## config.mk

```make
export PLATFORM = sky130hd
export DESIGN_NAME = fetch_ctrl
export DESIGN_NICKNAME = d
export VERILOG_FILES = /design/src/rtl/fetch_pkg.sv /design/src/rtl/fetch_ctrl.sv
export SDC_FILE = /design/constraint.sdc
export NUM_CORES = 1
export LEC_CHECK = 0
export CAP_MARGIN = 20
export CORE_MARGIN = 1.5
export CORE_UTILIZATION = 28
export CTS_CLUSTER_DIAMETER = 40
export CTS_CLUSTER_SIZE = 40
export DETAILED_ROUTE_END_ITERATION = 8
export GPL_ROUTABILITY_DRIVEN = 0
export PLACE_DENSITY = 0.61
export SLEW_MARGIN = 0
export SYNTH_ARGS = -nofsm -noshare
export SYNTH_HDL_FRONTEND = slang
export SYNTH_SLANG_ARGS = --single-unit
```

## constraint.sdc

```tcl
create_clock -name clk -period 3.21 [get_ports clk]
set_clock_uncertainty 0.05 [all_clocks]
set_input_delay 0.321 -clock clk [delete_from_list [all_inputs] [get_ports clk]]
set_output_delay 0.321 -clock clk [all_outputs]
set_load 0.03 [all_outputs]
```

## src/rtl/fetch_pkg.sv

```systemverilog
// Shared fetch types: controller state encoding and default datapath width.
package fetch_pkg;

  localparam int unsigned ADDR_W_DEF = 32;

  typedef enum logic [1:0] {
    IDLE,
    REQ,
    WAIT,
    HOLD
  } fetch_state_t;

endpackage

```

## src/rtl/fetch_ctrl.sv

```systemverilog
// Instruction-fetch controller: sequences the PC against a single-outstanding
// imem port, buffers one instruction toward decode and handles redirects.
module fetch_ctrl
  import fetch_pkg::*;
#(
  parameter int unsigned ADDR_W = ADDR_W_DEF
) (
  input  logic              clk,
  input  logic              rst_n,
  input  logic [ADDR_W-1:0] pc_in,
  output logic              pc_stall,
  output logic              pc_sel,
  output logic [ADDR_W-1:0] pc_nxt,
  output logic              imem_req,
  output logic [ADDR_W-1:0] imem_addr,
  input  logic              imem_gnt,
  input  logic              imem_rvalid,
  input  logic [ADDR_W-1:0] imem_rdata,
  output logic              if_valid,
  output logic [ADDR_W-1:0] if_instr,
  output logic [ADDR_W-1:0] if_pc,
  input  logic              id_ready,
  input  logic              br_taken,
  input  logic [ADDR_W-1:0] br_target,
  input  logic              trap_req,
  input  logic [ADDR_W-1:0] trap_vec,
  output logic              flush_id
);

  fetch_state_t      state, state_nxt;
  logic              drop, drop_nxt;
  logic              req_lat;
  logic [ADDR_W-1:0] req_addr;
  logic              redirect, redir_act, advance, capture;

  assign redirect = trap_req | br_taken;

  always_comb begin
    redir_act = redirect && (state != IDLE);
    advance   = (state == HOLD) && id_ready && !redirect;
    pc_sel    = redir_act;
    flush_id  = redir_act;
    pc_stall  = !(redir_act || advance);
    pc_nxt    = redir_act ? (trap_req ? trap_vec : br_target) : '0;
    if_valid  = (state == HOLD) && !redirect;
    imem_req  = (state == REQ);
    // PC updates on the same edge that enters REQ, so req_addr would capture
    // the stale PC there; the first REQ cycle forwards pc_in, later cycles
    // replay the captured address so it stays stable across a redirect.
    imem_addr = ((state == REQ) && !req_lat) ? pc_in : req_addr;
  end

  always_comb begin
    state_nxt = state;
    drop_nxt  = drop;
    capture   = 1'b0;
    case (state)
      IDLE: state_nxt = REQ;
      REQ: begin
        if (redirect) drop_nxt = 1'b1;
        if (imem_gnt) state_nxt = WAIT;
      end
      WAIT: begin
        if (imem_rvalid) begin
          if (drop || redirect) begin
            state_nxt = REQ;
            drop_nxt  = 1'b0;
          end else begin
            state_nxt = HOLD;
            capture   = 1'b1;
          end
        end else if (redirect) begin
          drop_nxt = 1'b1;
        end
      end
      HOLD: if (redirect || id_ready) state_nxt = REQ;
    endcase
  end

  always_ff @(posedge clk or negedge rst_n) begin
    if (!rst_n) begin
      state    <= IDLE;
      drop     <= 1'b0;
      req_lat  <= 1'b0;
      req_addr <= '0;
      if_instr <= '0;
      if_pc    <= '0;
    end else begin
      state   <= state_nxt;
      drop    <= drop_nxt;
      req_lat <= (state == REQ) && !imem_gnt;
      if (state == REQ) req_addr <= imem_addr;
      if (capture) begin
        if_instr <= imem_rdata;
        if_pc    <= req_addr;
      end
    end
  end

  a_rvalid_in_wait: assert property (@(posedge clk) disable iff (!rst_n)
    imem_rvalid |-> (state == WAIT));

endmodule
```

# Word level (Yosys, flattened, before mapping)
# Index checks and enable logic that the tools add are counted.
# word_totals
register_bits	100
elab_cells	47
# classes
n_reduce_logical	18
n_bitwise	1
n_mux	15
eq_ne	7
# ops
op	count
2-to-1 mux 32 bit	3
2-to-1 mux 2 bit	4
case mux 2 bit (4 select lines)	1
logical AND 1 bit	6
2-to-1 mux 1 bit	6
equality test 2 bit, second input constant	2
logical NOT 1 bit	4
inequality test 2 x 1 -> 1 bit, second input constant	2
nonzero test 2 bit	2
logical OR 1 bit	3
inequality test 3 bit, second input constant	1
AND reduction 3 bit	1
equality test 2 x 1 -> 1 bit, second input constant	1
logical NOT 2 bit	1
inequality test 2 bit, second input constant	1
case mux 1 bit (2 select lines)	1
AND reduction 2 bit	1
bitwise OR 1 bit	1

# Depth between registers and ports, before layout
# Gate-level depths: netlist of run 1.
# logic_depth
word_depth	5
ltp_mapped	6
depth_no_buf	5

# Least setup slack after synthesis of run 1
# No wires, ideal clock.
# synth_timing
path_kind	flip-flop to output port
startpoint	register state[1]
endpoint	output imem_addr[0]
t_arrival_ns	1.848
setup_slack_ns	0.991
path_stages_with_launch	7
path_cell_list	dfrtp_1 > inv_1 > ha_1 > nand2b_1 > clkbuf_1 > buf_2 > mux2_2
# synth_between
elab_chain_len	3
# synth_lines
element	line_no	source
from (decl)	fetch_ctrl.sv:30	fetch_state_t state, state_nxt;
from (signal assigned)	fetch_ctrl.sv:89	state <= state_nxt;
equality test 2 x 1 -> 1 bit	n/a	
via imem_req	fetch_ctrl.sv:14	output logic imem_req,
logical AND 1 bit	fetch_ctrl.sv:50	imem_addr = ((state == REQ) && !req_lat) ? pc_in : req_addr;
2-to-1 mux 32 bit	fetch_ctrl.sv:50	
to (decl)	fetch_ctrl.sv:15	output logic [ADDR_W-1:0] imem_addr,
# The timed path passes the listed nets, and every way through them passes these cells.

# Final worst setup path of run 1
# layout_timing
startpoint	register state[1]
endpoint	output imem_addr[3]
# layout_between
elab_chain_len	3
# layout_lines
element	line_no
equality test 2 x 1 -> 1 bit	fetch_ctrl.sv:50
logical AND 1 bit	fetch_ctrl.sv:50
2-to-1 mux 32 bit	fetch_ctrl.sv:50
# No other way between the ends.

==> impl_metrics.toml, run 1 <==
[placed_design]
place_area_mm2 = 0.00762
hpwl_um = 10500
io_buffer_count = 267

[final_layout]
diodes = 0
stdcell_area_mm2 = 0.00791
fill_cells = 1507
area_growth_syn_to_layout_pct = 66.9
nets = 745
multi_input_area_mm2 = 0.00208
seq_area_mm2 = 0.00250
final_layout_size_suffix_gt1_share_pct = 24.6

[power]
p_leak_nw = 3.45
power.density_mw_per_mm2 = 898
ir_drop_mv = 0.440

[job]
max_cap_violations = 0

[timing]
slew_violations = 0
tightest_slew_ns = 0.755
setup_viol = 0
slew_headroom_pct = 49.6
fin_crit_sh_pct = 92.2
hold_violations = 11
fin_tns_setup_ns = 0
hold_ws_ns = -0.0266
fin_crit_ns = 2.96
grt_setup_unrepaired = "false"
maxClockFrequency_mhz = 338

[drt]
viasPerCell = 4.39
drt_wl_total_um = 13900
drt-pass1-iter-count = 3
wire_per_inst_um = 16.7
dr_total_vias = 3640
drtIter0Drc = 75
antenna_left = 0
route.detailed.drc = 0

[logic_synthesis]
synthTopCellsByCount = "mux2_2 (123), dfrtp_1 (100), nor2_1 (35)"
synth-seq-area-share_pct = 52.8
synthFlopType = "dfrtp_1"
synth.net_count = 482
syn-cell-area_mm2 = 0.00474
yosys_warnings = 0
synth_edf_count = 0
yosysTopAreaCellShare_pct = 52.8
async_reset_ff_share_pct = 100
ys_ff_latch = 100
synth.avg_cell_area_um2 = 13.9
synth_cell_types = 23
synth_cells = 341
yosysMostFrequentCell = "mux2_2"
ys_top_cells_by_area = "dfrtp_1 (53%), mux2_2 (29%), mux2i_1 (7.2%)"
yosysTopAreaCell = "dfrtp_1"

[status]
violations = "negative hold slack"
status = "finished with violations"

[worst_setup_path]
cp-start-kind = "flip-flop"
arrival_ns = 2.59
critPathCaptureType = "output pin"
cpPeakStageDelay_ns = 0.60
worstPathCellList = "inv_1 > ha_1 > nand2b_2 > buf_4 > mux2_2 > clkdlybuf4s50_1"
critPathMaxFanout = 26
worst-r2r-cell-count = 6
slowest_stage = "clkdlybuf4s50_1"
required_ns = 2.84
setup.worst_path.class = "reg2out"

[global_route]
met1_usage_pct = 18.5
antenna_found_initial = 0
grt_use_met2_pct = 28.5
gr-total-overflow = 0
grt_usage_pct = 16.1
grt_max_degree = 65
grt_pass1_vias = 3973
grt_pass1_wl_um = 21800
grt_use_met3_pct = 4.41
top_usage_layer = "met2"

[floorplan]
die_area_mm2 = 0.0177
initial_utilization_pct = 28.6
io_pins = 268
die_h_um = 133
rows = 47
core_mm2 = 0.0166
die_x_um = 133

[clock_network]
clock_latency_ns = 0.35
post-cts-setup-buffers = 0
clockBufferDepth = 2
path_clk_slew_ns = 0.07
cts_tree = "done"
cts_root_buffer = "clkbuf_16"
cts_resized = 0
h-tree-depth = 3
cts_sinks = 100
numCtsBuffers = 9
cts_hold_buf = 0

[hold_path]
hp-class = "in2async"
final cells by class:
class / instances / share of cell area (%)
repair buffers: 274 / 34.7
flip-flops and latches: 100 / 31.7
multi-input cells: 215 / 26.3
well taps: 220 / 3.48
clock buffers: 10 / 2.90
clock inverters: 6 / 0.760
inverters: 4 / 0.190
final timing paths:
check                      startpoint           end  slack, ns
hold reg to reg             if_pc[27]     if_pc[27]       0.44
setup / recovery             state[1]  imem_addr[3]       0.25
max in group asynchronous       rst_n  req_addr[18]       2.32
setup reg to reg             state[0]  if_instr[17]       1.11
min in group clk             trap_req          drop       0.33
hold / removal                  rst_n     if_pc[16]      -0.03
cell families (layout without fill, tap and decap cells):
family                   count (synthesis)  after routing  synth area share, %
AO/OA/AOI/OAI                            4              4                0.555
AND/OR/NAND/NOR                         43             43                 4.15
adder cells (fa/ha/maj)                  6              6                 1.58
buffers and inverters                   26            294                 3.28
flip-flops                             100            100                 52.8
multiplexers                           162            162                 37.6
power by group:
part           internal (mW)  switching (mW)
combinational           1.95            2.14
clock                  0.542           0.506
sequential              1.70           0.258
total                   4.20            2.90
cell usage in the layout (no fill, tap or decap), types with 2 or more instances in the layout:
master / instances
inv_1: 4
dfrtp_1: 100
nor2b_1: 2
buf_12: 2
buf_4: 6
clkbuf_16: 9
clkdlybuf4s50_1: 265
nor2_1: 35
mux2_2: 123
clkinvlp_4: 2
mux2i_1: 34
ha_1: 6
mux2_1: 5
sequential cells by signal, indices dropped and copies added, names as in the netlist:
register	count
drop	1
if_instr	32
if_pc	32
req_lat	1
state	2
req_addr	32
routing by layer:
layer | wire [um] | part of all wire [%] | up-vias
met5 | 0 | 0 | -
met3 | 940 | 6.8 | 12
li1 | - | - | 1722
met1 | 5640 | 41 | 1729
met2 | 7050 | 51 | 177
met4 | 257 | 1.9 | 0
stage by stage:
stage | worst slack [ns] | power (mW) | std cells | hold WS, ns | util (%)
floorplan | 0.991 | 4.42 | 341 | -0.0246 | -
global placement | 0.406 | 6.05 | 813 | 0.385 | 45.9
detailed placement | 0.338 | 6.10 | 813 | 0.397 | 45.9
CTS | 0.195 | 7.20 | 829 | 0.0149 | 47.7
global route | 0.0866 | 7.48 | 829 | 0.0384 | 47.7
finish | 0.250 | 7.10 | 829 | -0.0266 | 47.7
critical path, delay by kind of cell (launching register included):
kind                       cells  cell delay [ns]
adders and majority gates      1             0.26
buffers and inverters          3             1.04
DFF                            1             0.41
muxes                          1             0.38
and+or+nand+nor                1             0.13
No activity file was read; power rests on OpenSTA's default activity.
==> run 2, diff against run 1 <==
--- a/config.mk
+++ b/config.mk
@@ -6,12 +6,12 @@
 export NUM_CORES = 1
 export LEC_CHECK = 0
 export CAP_MARGIN = 20
-export CORE_MARGIN = 1.5
+export CORE_MARGIN = 4
 export CORE_UTILIZATION = 28
 export CTS_CLUSTER_DIAMETER = 40
-export CTS_CLUSTER_SIZE = 40
 export DETAILED_ROUTE_END_ITERATION = 8
 export GPL_ROUTABILITY_DRIVEN = 0
+export GPL_TIMING_DRIVEN = 0
 export PLACE_DENSITY = 0.61
 export SLEW_MARGIN = 0
 export SYNTH_ARGS = -nofsm -noshare
==> impl_metrics.toml, run 2 (same netlist as run 1, synthesis figures left out) <==
[final_layout]
final_cell_mix = "clkdlybuf4s50_1 (260), mux2_2 (123), dfrtp_1 (100)"
stdcell_area_mm2 = 0.00804
final_layout_size_suffix_gt1_share_pct = 25.3
fill_cells = 1485
nets = 761
final_cell_count_no_fill = 846
biggestRegsByFlops = "if_instr (32), if_pc (32), req_addr (32)"
final_common_cell = "clkdlybuf4s50_1"
area_growth_syn_to_layout_pct = 69.6
fin_util_pct = 48.5

[drt]
drt_wl_total_um = 15400
route.detailed.drc = 0
antenna_left = 0
dr_total_vias = 3753
viasPerCell = 4.44
drtIter0Drc = 91
drt-pass1-iter-count = 4
wire_per_inst_um = 18.1

[worst_setup_path]
slowest_stage = "clkdlybuf4s50_1"
r2r_start = "state[0]"
path_depth = 6
cp_top_family = "buffers and inverters"
worst-r2r-cell-count = 7
setup.worst_path.class = "reg2out"
cp_num_buf_inv = 3
reg2reg_to = "if_pc[9]"
critPathCaptureType = "output pin"
startpoint = "state[1]"
rrSetupSlack_ns = 1.08
worstPathCellList = "inv_1 > ha_1 > nand2b_2 > clkbuf_4 > mux2_2 > clkdlybuf4s50_1"
arrival_ns = 2.65
critPathMaxFanout = 10
required_ns = 2.84
cpPeakStageDelay_ns = 0.62
cp-start-kind = "flip-flop"
endpoint = "imem_addr[17]"

[timing]
fin_crit_sh_pct = 94.2
fin_crit_ns = 3.02
tightest_slew_ns = 0.676
maxClockFrequency_mhz = 331
slew_violations = 0
grt_setup_unrepaired = "true"
slew_headroom_pct = 55.0
hold_violations = 0
setup_viol = 0
fin_tns_setup_ns = 0

[placed_design]
place_area_mm2 = 0.00771
dp.cells = 829
hpwl_um = 12300
io_buffer_count = 266

[power]
total_power_mw = 7.16
power.density_mw_per_mm2 = 892
p_leak_nw = 3.57
ir_drop_mv = 0.468

[global_route]
grt_max_degree = 69
grt_usage_pct = 16.0
gr-total-overflow = 0
antenna_found_initial = 2
grt_pass1_vias = 4233
grt_pass1_wl_um = 23900

[clock_network]
post-cts-setup-buffers = 0
cts_tree = "done"
clockBufferDepth = 2
h-tree-depth = 3
cts_root_buffer = "clkbuf_16"
clock_latency_ns = 0.34
path_clk_slew_ns = 0.07
numCtsBuffers = 9
cts_sinks = 100

[floorplan]
die_area_mm2 = 0.0191
io_pins = 268
die_x_um = 138
die_h_um = 138
initial_utilization_pct = 28.6
core_mm2 = 0.0166
rows = 47

[hold_path]
hp-class = "in2async"

[job]
max_cap_violations = 0

[status]
status = "complete, no violations"
run 2: where the power goes:
group / switching [mW] / total, mW / leakage (nW) / internal (mW)
registers: 0.260 / 1.96 / 1.30 / 1.70
logic: 2.20 / 4.16 / 2.13 / 1.96
clock network: 0.501 / 1.04 / 0.137 / 0.539
total: 2.96 / 7.16 / 3.57 / 4.20
run 2: how the worst min path moves through the flow:
stage,from,end,slack (ns)
after floorplan,rst_n,drop,-0.02
after global placement,if_pc[26],if_pc[26],0.42
after detailed placement,rst_n,req_addr[29],0.26
after CTS,rst_n,req_addr[29],0.42
after global routing,if_pc[26],if_pc[26],0.45
final,rst_n,if_pc[28],0.44
run 2: area by class of cell:
class | count | area, um2 | share of cell area [%]
Antenna cell | 2 | 5.00 | 0.0623
Buffer | 21 | 144 | 1.79
Clock buffer | 9 | 225 | 2.80
Clock inverter | 6 | 61.3 | 0.763
Inverter | 4 | 15.0 | 0.187
Multi-Input combinational cell | 215 | 2080 | 25.9
Sequential cell | 100 | 2500 | 31.1
Tap cell | 220 | 275 | 3.43
Timing Repair Buffer | 269 | 2730 | 33.9
run 2: routing by layer:
metal | up-vias | GRT usage (%) | wire (um)
li1 | 1762 | - | -
met1 | 1776 | 17.0 | 5730
met2 | 192 | 28.3 | 7880
met3 | 23 | 6.22 | 1300
met4 | 0 | 6.76 | 444
met5 | - | 0 | 0
run 2: worst reg2reg max path: cells and delay by family (launching register included):
family,cells,cell delay [ns]
mux,1,0.35
buf+inv,3,0.51
fa+ha+maj,1,0.20
flops,1,0.42
simple gates,2,0.49
run 2: timing repair:
action	in CTS	in global routing
setup endpoints to repair	32	19
hold buffers	1	0
hold endpoints to repair	32	0
resized for setup	1	8
run 2: stage by stage:
stage	setup slack (ns)	hold slack (ns)
after global routing	-0.00129	0.453
after floorplan	0.991	-0.0246
after global placement	-2.01	0.422
after detailed placement	0.0582	0.258
after CTS	0.0249	0.424
final	0.187	0.437
